File: src/rtl/subarashii_pkg.sv
// Shared constants for the alu_control sequencer: ALU op codes,
// instruction opcodes, state encoding and instruction field positions.
package subarashii_pkg;

    localparam logic [2:0] ALU_ADD = 3'b000;
    localparam logic [2:0] ALU_SUB = 3'b001;
    localparam logic [2:0] ALU_AND = 3'b010;
    localparam logic [2:0] ALU_ORR = 3'b011;
    localparam logic [2:0] ALU_NOT = 3'b100;
    localparam logic [2:0] ALU_XOR = 3'b101;
    localparam logic [2:0] ALU_LSR = 3'b110;
    localparam logic [2:0] ALU_LSL = 3'b111;

    localparam logic [3:0] OP_ADI = 4'h8;
    localparam logic [3:0] OP_CMP = 4'h9;
    localparam logic [3:0] OP_JMP = 4'hA;
    localparam logic [3:0] OP_BZ  = 4'hB;
    localparam logic [3:0] OP_HLT = 4'hF;

    localparam logic [2:0] S_FETCH     = 3'd0;
    localparam logic [2:0] S_DECODE    = 3'd1;
    localparam logic [2:0] S_EXECUTE   = 3'd2;
    localparam logic [2:0] S_WRITEBACK = 3'd3;
    localparam logic [2:0] S_HALT      = 3'd4;

    localparam int OPC_MSB  = 15;
    localparam int OPC_LSB  = 12;
    localparam int RD_MSB   = 11;
    localparam int RD_LSB   = 8;
    localparam int RS_MSB   = 7;
    localparam int RS_LSB   = 4;
    localparam int RT_MSB   = 3;
    localparam int RT_LSB   = 0;
    localparam int IMM8_MSB = 7;
    localparam int IMM8_LSB = 0;

    function automatic logic [15:0] sext8(input logic [7:0] v);
        return {{8{v[7]}}, v};
    endfunction

endpackage

File: src/rtl/alu_control_decode.sv
// Combinational instruction decoder for alu_control.
// Ports: ir_i (instruction) -> alu_op_o, b_imm_sel_o and class flags.
module alu_control_decode
    import subarashii_pkg::*;
(
    input  logic [15:0] ir_i,
    output logic [2:0]  alu_op_o,
    output logic        b_imm_sel_o,
    output logic        writes_rd_o,
    output logic        sets_flags_o,
    output logic        is_branch_o,
    output logic        is_halt_o,
    output logic        is_illegal_o
);

    logic [3:0] opc;
    assign opc = ir_i[OPC_MSB:OPC_LSB];

    always_comb begin
        alu_op_o     = ALU_ADD;
        b_imm_sel_o  = 1'b0;
        writes_rd_o  = 1'b0;
        sets_flags_o = 1'b0;
        is_branch_o  = 1'b0;
        is_halt_o    = 1'b0;
        is_illegal_o = 1'b0;
        unique case (1'b1)
            (opc[3] == 1'b0): begin
                alu_op_o     = opc[2:0];
                writes_rd_o  = 1'b1;
                sets_flags_o = 1'b1;
            end
            (opc == OP_ADI): begin
                alu_op_o     = ALU_ADD;
                b_imm_sel_o  = 1'b1;
                writes_rd_o  = 1'b1;
                sets_flags_o = 1'b1;
            end
            (opc == OP_CMP): begin
                alu_op_o     = ALU_SUB;
                sets_flags_o = 1'b1;
            end
            (opc == OP_JMP),
            (opc == OP_BZ): begin
                is_branch_o = 1'b1;
            end
            (opc == OP_HLT): begin
                is_halt_o = 1'b1;
            end
            default: begin
                is_illegal_o = 1'b1;
            end
        endcase
    end

endmodule

File: src/rtl/alu_control.sv
// Multi-cycle ALU control sequencer: fetch handshake, decode, ALU
// control, flag latch, writeback pulse and program counter.
// Ports: clk, rst_n, instr_valid/instr/instr_ready, fZ/fC/fN/fV in;
// alu_op, rs_addr, rt_addr, b_imm_sel, rf_we, rf_waddr, pc, flags,
// halted, illegal out.
// Option: ALU_CTRL_ILLEGAL_TRAP_EN makes undefined opcodes halt.
module alu_control
    import subarashii_pkg::*;
(
    input  logic        clk,
    input  logic        rst_n,
    input  logic        instr_valid,
    input  logic [15:0] instr,
    output logic        instr_ready,
    input  logic        fZ,
    input  logic        fC,
    input  logic        fN,
    input  logic        fV,
    output logic [2:0]  alu_op,
    output logic [3:0]  rs_addr,
    output logic [3:0]  rt_addr,
    output logic        b_imm_sel,
    output logic        rf_we,
    output logic [3:0]  rf_waddr,
    output logic [15:0] pc,
    output logic [3:0]  flags,
    output logic        halted,
    output logic        illegal
);

    logic [2:0]  state_q, state_d;
    logic [15:0] ir_q, ir_d;
    logic [15:0] pc_q, pc_d;
    logic [3:0]  flags_q, flags_d;

    logic [2:0]  dec_op;
    logic        dec_bimm;
    logic        dec_wr;
    logic        dec_fl;
    logic        dec_br;
    logic        dec_hlt;
    logic        dec_ill;
    logic        take;

    alu_control_decode u_dec (
        .ir_i        (ir_q),
        .alu_op_o    (dec_op),
        .b_imm_sel_o (dec_bimm),
        .writes_rd_o (dec_wr),
        .sets_flags_o(dec_fl),
        .is_branch_o (dec_br),
        .is_halt_o   (dec_hlt),
        .is_illegal_o(dec_ill)
    );

    // JMP always taken; BZ taken on the flags latched before it.
    assign take = dec_br &&
        ((ir_q[OPC_MSB:OPC_LSB] == OP_JMP) || flags_q[3]);

    always_comb begin
        state_d = state_q;
        ir_d    = ir_q;
        pc_d    = pc_q;
        flags_d = flags_q;
        case (state_q)
            S_FETCH: begin
                if (instr_valid) begin
                    ir_d    = instr;
                    state_d = S_DECODE;
                end
            end
            S_DECODE: begin
                if (dec_hlt) begin
                    state_d = S_HALT;
`ifdef ALU_CTRL_ILLEGAL_TRAP_EN
                end else if (dec_ill) begin
                    state_d = S_HALT;
`endif
                end else begin
                    state_d = S_EXECUTE;
                end
            end
            S_EXECUTE: begin
                if (dec_fl) begin
                    flags_d = {fZ, fC, fN, fV};
                end
                if (dec_wr) begin
                    state_d = S_WRITEBACK;
                end else begin
                    state_d = S_FETCH;
                    if (take) begin
                        pc_d = pc_q +
                            sext8(ir_q[IMM8_MSB:IMM8_LSB]);
                    end else begin
                        pc_d = pc_q + 16'd1;
                    end
                end
            end
            S_WRITEBACK: begin
                pc_d    = pc_q + 16'd1;
                state_d = S_FETCH;
            end
            S_HALT: begin
                state_d = S_HALT;
            end
            default: begin
                state_d = S_FETCH;
            end
        endcase
    end

    always_ff @(posedge clk or negedge rst_n) begin
        if (!rst_n) begin
            state_q <= S_FETCH;
            ir_q    <= 16'h0000;
            pc_q    <= 16'h0000;
            flags_q <= 4'b0000;
        end else begin
            state_q <= state_d;
            ir_q    <= ir_d;
            pc_q    <= pc_d;
            flags_q <= flags_d;
        end
    end

    // Outputs decode from state so async reset clears them at once.
    assign instr_ready = (state_q == S_FETCH);
    assign alu_op      = (state_q == S_EXECUTE) ? dec_op : ALU_ADD;
    assign b_imm_sel   = (state_q == S_EXECUTE) && dec_bimm;
    assign rs_addr     = ir_q[RS_MSB:RS_LSB];
    assign rt_addr     = ir_q[RT_MSB:RT_LSB];
    assign rf_we       = (state_q == S_WRITEBACK);
    assign rf_waddr    = ir_q[RD_MSB:RD_LSB];
    assign pc          = pc_q;
    assign flags       = flags_q;
    assign halted      = (state_q == S_HALT);
    assign illegal     = (state_q == S_DECODE) && dec_ill;

endmodule
File: config.mk
export PLATFORM = sky130hd
export DESIGN_NAME = alu_control
export DESIGN_NICKNAME = d
export VERILOG_FILES = /design/src/rtl/subarashii_pkg.sv /design/src/rtl/alu_control_decode.sv /design/src/rtl/alu_control.sv
export SDC_FILE = /design/constraint.sdc
export NUM_CORES = 1
export LEC_CHECK = 0
export CAP_MARGIN = 5
export CORE_ASPECT_RATIO = 0.9
export CORE_MARGIN = 2
export CORE_UTILIZATION = 40
export CTS_CLUSTER_DIAMETER = 40
export DETAILED_ROUTE_END_ITERATION = 10
export GPL_ROUTABILITY_DRIVEN = 0
export PLACE_DENSITY = 0.69
export SLEW_MARGIN = 20
export SYNTH_ARGS = -nofsm -noshare
export SYNTH_HDL_FRONTEND = slang
export SYNTH_SLANG_ARGS = --single-unit
File: constraint.sdc
create_clock -name clk -period 2.3 [get_ports clk]
set_input_delay 0.345 -clock clk [delete_from_list [all_inputs] [get_ports clk]]
set_output_delay 0.345 -clock clk [all_outputs]
set_load 0.1 [all_outputs]
# Word level (Yosys, flattened, before mapping)

Cells that the tools add are included.

Add/sub/neg operators: 2
Multipliers: 0
Div/mod/pow operators: 0
Magnitude comparators: 0
Equal/unequal tests: 11
Shift operators: 0
Muxes and demuxes: 15
Bitwise gates (word level): 1
Reductions and logical operators: 13

Operators with widths:

| operator                | number |
|---|---|
| $mux W16                | 2 |
| $pmux W16 S2            | 1 |
| $eq A4 B4 Y1 const B    | 5 |
| $add A16 B1 Y16 const B | 1 |
| $add A16 B16 Y16        | 1 |
| $pmux W3 S4             | 1 |
| $mux W3                 | 3 |
| $eq A3 B2 Y1 const B    | 2 |
| $mux W1                 | 6 |
| $pmux W3 S2             | 1 |
| $reduce_and A2 Y1       | 3 |
| $reduce_or A6 Y1        | 1 |
| $ne A2 B2 Y1 const B    | 2 |
| $reduce_or A2 Y1        | 2 |
| $eq A3 B1 Y1 const B    | 1 |
| $eq A3 B3 Y1 const B    | 1 |
| $logic_and A1 B1 Y1     | 3 |
| $logic_not A3 Y1        | 1 |
| $reduce_or A3 Y1        | 1 |
| $mux W2                 | 1 |
| $reduce_bool A2 Y1      | 1 |
| $logic_or A1 B1 Y1      | 1 |
| $not A1 Y1              | 1 |

Flip-flop bits (word level): 39
Bits in latches: 0
Memory bits (writable): 0
Bits in read-only memories: 0
Output and inout port bits: 40
Memories kept: 0

# Logic depth before layout (Yosys ltp)

Depth after elaboration: 7
Depth in mapped cells: 9
Gate-level depth less buffers: 9

# By module

Synthesis repeated with hierarchy kept, for this count alone.

Cells, all modules: 318
Area total of the unflattened synthesis: 2869.0 sq um

By module, submodules not included:

| module             | instances | cells an instance | area an instance (sq um) |
|---|---|---|---|
| alu_control        | 1         | 306               | 2795.2 |
| alu_control_decode | 1         | 12                | 73.8 |

# Worst setup path before layout

No wires, ideal clock.

Path type: reg2out
Start point: reg state_q[2]
End point: out illegal
Data arrival time: 3.769 ns
Setup slack: -1.814 ns
Stages on the path, launching flop included: 3
Buffers on the path: 0
Path through: dfrtp_1 nand2b_1 nor4b_1

Longest elaborated chain between the ends: 2

RTL lines:

| element                | RTL line           | RTL |
|---|---|---|
| start, declared        | alu_control.sv:31  | `logic [2:0] state_q, state_d;` |
| start signal, assigned | alu_control.sv:119 | `state_q <= state_d;` |
| $eq A3 B1 Y1           | alu_control.sv:137 | `assign illegal = (state_q == S_DECODE) && dec_ill;` |
| $logic_and A1 B1 Y1    | alu_control.sv:137 |  |
| end, declared          | alu_control.sv:28  | `output logic illegal` |

No other way between the ends.

# Final worst setup path

Start point: reg ir_q[7]
End point: reg pc_q[15] (netlist: pc[15])

Longest elaborated chain between the ends: 4

RTL lines:

| element                | RTL line           | RTL |
|---|---|---|
| start, declared        | alu_control.sv:32  | `logic [15:0] ir_q, ir_d;` |
| start signal, assigned | alu_control.sv:120 | `ir_q <= ir_d;` |
| $add A16 B16 Y16       | alu_control.sv:92  | `pc_d = pc_q +` |
| $mux W16               | alu_control.sv:91  | `if (take) begin` |
| $mux W16               | alu_control.sv:87  | `if (dec_wr) begin` |
| $pmux W16 S2           | alu_control.sv:65  | `case (state_q)` |
| end signal, assigned   | alu_control.sv:121 | `pc_q <= pc_d;` |
| end, declared          | alu_control.sv:33  | `logic [15:0] pc_q, pc_d;` |

No other way between the ends. The select of a mux whose other input is x is not followed.
A chain may end at the register's enable or synchronous reset.

==> results.ini <==
[synth]
yosys_warnings=0
syn_avg_cell_area_um2=9.06
syn_area_um2=2710
ys.flop_type=dfrtp_1
seq_area_frac_synth_pct=36.0
synth-edff-count=0
synth-seq-cells=39
async_flop_share_pct=100
synth_top_area_share_pct=36.0
synth.distinct_cells=52
syn_inst=299
synthesis.nets=339
yosys.area.top_type=dfrtp_1
synthTopCellsByArea=dfrtp_1 (36%), ha_1 (7.4%), a21oi_1 (6.5%)

[cells_and_area]
final_layout_size_suffix_gt1_share_pct=32.3
fin_nets=410
final_util_pct=57.0
fin_cells=461
final_cell_mix=buf_4 (57), a21oi_1 (32), dfrtp_1 (24)
num-fill-cells=584
final_common_cell=buf_4
areaGrowthSynthToFinish_pct=37.9
diodes=0

[cts]
cts_root_buf=clkbuf_8
cts_tree=built
clk_pin_slew_worst_paths_ns=0.09
htreeDepth=2
cts_made_buffers=5
clock_sinks=39
clkLatencyLatePin_ns=0.30
cts_buffer_depth=2

[die]
ios=63
chipWidth_um=90.7
dieArea_um2=7440
initial_core_util_pct=41.3
chipHeight_um=82.1
core-area_um2=6550
row_count=28

[sta]
worstMarginPinSlew_ns=0.745
setup_violations=0
slew-limit-headroom_pct=50.4
min_period_ns=2.24
setup_tns_ns=0
fmax_mhz=447
maxSlewViolCount=0
hold_viol=0
finClkSkew_ns=0.00619
whs_ns=0.104
fin_crit_sh_pct=97.3
rsz0062_at_grt=true

[hold_path]
hp-class=in2async

[setup_path]
regToRegSetupSlack_ns=0.06
path_max_fanout=8
crit_required_ns=2.48
critPathLaunchType=register
crit_type=reg2reg
cp-end-kind=register
worstPathArrival_ns=2.42

[routing]
wl_per_cell_um=15.2
vias=2524
dr.pass1.iters=5
routed_wl_um=6990
drc=0
avgViaCountPerCell=5.48
drt-initial-drc-count=166
ant_nets=0

[placement]
detailed_place_hpwl_um=5310
port-buffer-count=62
dp_cells=448

[global_routing]
grt_use_total_pct=19.4
grt_pass1_wl_um=11700
antenna_found_initial=0
grt_pass1_vias=2467
overflow=0
grt_start_max_net_pins=33

[flow_run]
cap_violations=0

[outcome]
outcome=complete, no violations

-- final cells by class --
cell class | count | area (um2) | share of cell area, %
clock buffers | 6 | 82.6 | 2.21
well taps | 90 | 113 | 3.02
repair buffers | 86 | 783 | 21.0
multi-input cells | 229 | 1670 | 44.8
flip-flops and latches | 39 | 1010 | 27.0
inverters | 9 | 33.8 | 0.905
clock inverters | 2 | 38.8 | 1.04
-- Yosys cell counts, drive strengths merged (2+ instances only) --
library cell  count
or3               4
o21ai            21
and2              2
ha               16
and3              5
a31oi             4
xnor2             9
nor2             23
o22ai             6
a211oi            3
nand2            24
nand3            10
mux2             17
a21o              5
a22o              2
inv               9
o21a              3
a21oi            36
nor3             10
buf              22
nand4             2
dfrtp            39
xor2              5
-- cell families (layout without fill, tap and decap cells) --
family,Yosys count,count (layout),share of synthesized area [%]
xor gates and xnor gates,14,14,4.53
muxes,17,17,7.07
DFF,39,39,36.0
buffers and inverters,31,103,6.42
and+or+nand+nor,85,85,14.8
adders and majority gates,17,17,8.13
AOI/OAI and AO/OA,96,96,23.0
-- stage by stage --
stage               worst slack [ns]  cell area (um2)
floorplan                     -0.792             2810
global placement               0.102             3520
detailed placement            0.0496             3520
CTS                           0.0179             3640
global route                 -0.0457             3730
finish                        0.0629             3730
-- routing by layer --
metal | up-vias | part of all wire [%] | global-route usage [%]
met5 | - | 0 | 0
met4 | 0 | 1.3 | 5.08
li1 | 1225 | - | -
met3 | 11 | 5.4 | 3.67
met1 | 1208 | 46 | 25.2
met2 | 80 | 48 | 33.6
-- final timing paths --
check                      startpoint        to  cells after the start
setup / recovery              ir_q[7]    pc[15]                      9
hold / removal                  rst_n  ir_q[15]                      1
setup reg to reg              ir_q[7]    pc[15]                      9
hold reg to reg                pc[15]    pc[15]                      1
max in group asynchronous       rst_n   ir_q[6]                      2
min in group clk               pc[15]    pc[15]                      1
-- state kept, by name, indices dropped and copies added, names as in the netlist --
signal and flops:
ir_q 16, flags 4, pc 16, state_q 3
-- what timing repair did --
item,in CTS,in global routing
setup buffers,0,5
endpoints found under the hold margin,0,0
hold buffers,0,0
resized for setup,0,9
endpoints found under the setup margin,0,4
-- worst max-delay path, cell delays in order, from the launching register on --
cell,delay (ns)
dfrtp_2,0.50
buf_4,0.17
ha_1,0.39
nand2_1,0.10
nor2_1,0.20
o221a_4,0.23
o21ba_1,0.17
xnor2_1,0.12
a21oi_1,0.09
xor2_1,0.16
Power is not shown: default switching activity piles up to over one toggle a cycle in this logic, so the estimate is an artifact.
==> edit: new RTL, same settings <==
Register the output `flags` once more, with the module's reset; this adds one clock of latency there. The other outputs are not delayed to match.
--- a/src/rtl/alu_control.sv
+++ b/src/rtl/alu_control.sv
@@ -133,5 +133,11 @@
     assign rf_waddr    = ir_q[RD_MSB:RD_LSB];
     assign pc          = pc_q;
-    assign flags       = flags_q;
+    always_ff @(posedge clk or negedge rst_n) begin
+        if (!rst_n) begin
+            flags <= '0;
+        end else begin
+            flags <= flags_q;
+        end
+    end
     assign halted      = (state_q == S_HALT);
     assign illegal     = (state_q == S_DECODE) && dec_ill;
Formal check against the unedited RTL: not equivalent (Yosys sat finds a counterexample within 4 cycles, from zero or initial values and one cycle with rst_n low).
==> edit against the unedited design <==
Final cell count is 4.6% higher; via count is 4.0% higher; synthesized area increased by 6.6%; fmax increased by 0.44%; sequential cell count increased by 4; worst setup slack improved by 9.8 ps; non-clock buffer count up 9; cell area is 7.1% higher; routed wire length grew 2.4%.
Power is left out: the tool's default activity adds up to more than one toggle a clock period on the data nets, which glitch-free logic cannot reach.
==> edit: results (changes against the unedited design) <==
Global route
The wire length of the first global-routing pass is 11920 um (+2.1%). The combined global-route utilization of all metal layers is 0.1844 (-0.009597). The number of antenna violations at the first check in global routing was 0 (unchanged).

Yosys
The adder and majority cell fraction of the synthesized area is 0.07629 (-0.005041). The net count after synthesis is 350 (+3.2%). Yosys attributes the largest share of cell area to sky130_fd_sc_hd__dfrtp_1 (37%), sky130_fd_sc_hd__mux2_2 (7.4%), sky130_fd_sc_hd__ha_1 (6.9%). Ranked by instance count, the synthesized netlist is headed by sky130_fd_sc_hd__dfrtp_1 (43), sky130_fd_sc_hd__a21oi_1 (28), sky130_fd_sc_hd__nor2_1 (27), sky130_fd_sc_hd__nand2_1 (23), sky130_fd_sc_hd__mux2_2 (19).

The XOR/XNOR share of the synthesized area is 0.03945 (-0.005841). The synthesized area per cell came to 9.311 um^2 (+2.8%). The synthesized-area fraction occupied by ao, oa, aoi and oai cells was 0.1968 (-0.03287).

The multiplexer fraction of the synthesized cell area is 0.07759 (+0.006888).

Worst setup path
The dominant delay contributor by cell family on the critical path is compound AO/OA/AOI/OAI gates. The worst flop-to-flop path endpoint is pc[13]. The maximum fanout count along the critical path is 5 (-3). The logic depth of the worst register-to-register path is 8 (-1).

Drt
The total via count in the routed design is 2626 (+4.0%). The iteration count of the initial detailed-routing pass is 4 (-1). The iteration-0 DRC count of the detailed router is 112 (-33%). The number of vias per cell was 5.448 (-0.49%). The post-detailed-routing wire length is 7156 um (+2.4%).

Place
The cell area after placement is 0.003731 mm^2 (+5.9%). The worst slack at placement came to -15.78 ps (-65.34 ps). The total placed cells including tap cells is 465 (+3.8%). The half-perimeter wire length after detailed placement came to 5095 um (-4.1%).

Clock tree
The maximum root-to-sink buffer count was 2 (unchanged).

Timing
The setup skew after layout is 15.31 ps (+9.117 ps). The transition time at the pin with the least slew margin came to 727.2 ps (-17.48 ps). The period utilization is 0.9684 (-0.004264).

Layout
The number of nets in the layout came to 428 (+4.4%). The share of final-layout standard cells stronger than drive strength 1 is 0.3985 (+0.07501).

Outcome
The flow ran to the end, and the final reports show no timing, DRC or antenna violations.
## edit: cell types whose count changed after synthesis, moves of 4 or more
| cell | delta |
|---|---|
| sky130_fd_sc_hd__dfrtp_1 | +4 |
| sky130_fd_sc_hd__mux2_1 | -9 |
| sky130_fd_sc_hd__nor2_1 | +6 |
| sky130_fd_sc_hd__a21oi_1 | -7 |
| sky130_fd_sc_hd__mux2_2 | +11 |
| sky130_fd_sc_hd__a21oi_2 | +5 |
| sky130_fd_sc_hd__o21ai_1 | -7 |
| sky130_fd_sc_hd__xor2_1 | +4 |
| sky130_fd_sc_hd__xnor2_1 | -5 |
| sky130_fd_sc_hd__a211oi_1 | +4 |
## edit: routing by layer
layer,GRT usage,part of all wire,vias to the layer above
li1,-,-,1276
met1,0.2500,0.46,1265
met2,0.2989,0.47,79
met3,0.05476,0.056,6
met4,0.02899,0.0082,0
met5,0,0,-
## edit: worst max-delay path by stage
stage	from	endpoint	depth (start not counted)
after floorplan	pc[8]	pc[13]	8
after global placement	pc[0]	pc[12]	9
after detailed placement	ir_q[7]	pc[13]	8
after CTS	ir_q[7]	pc[13]	8
after global routing	ir_q[7]	pc[15]	9
final	ir_q[7]	pc[13]	8
## edit: cell type report
class                   count  area, um^2
multi-input cells         237        1794
repair buffers             95       850.8
clock inverters             3       43.79
clock buffers               5       68.82
well taps                  93       116.4
inverters                   6       22.52
flip-flops and latches     43        1104
fillers                   626        3039
## edit: kinds of logic after synthesis
family,after synthesis
AOI/OAI and AO/OA,89
xor gates and xnor gates,13
adders and majority gates,17
buffers and inverters,30
DFF,43
muxes,20
and+or+nand+nor,98
## edit: repair_timing
item	4_1_cts	5_1_grt
resized for setup	2	16
buffers inserted	1	8
hold endpoints to repair	0	0
setup endpoints to repair	2	8
hold buffers	0	0
pin swaps	1	10
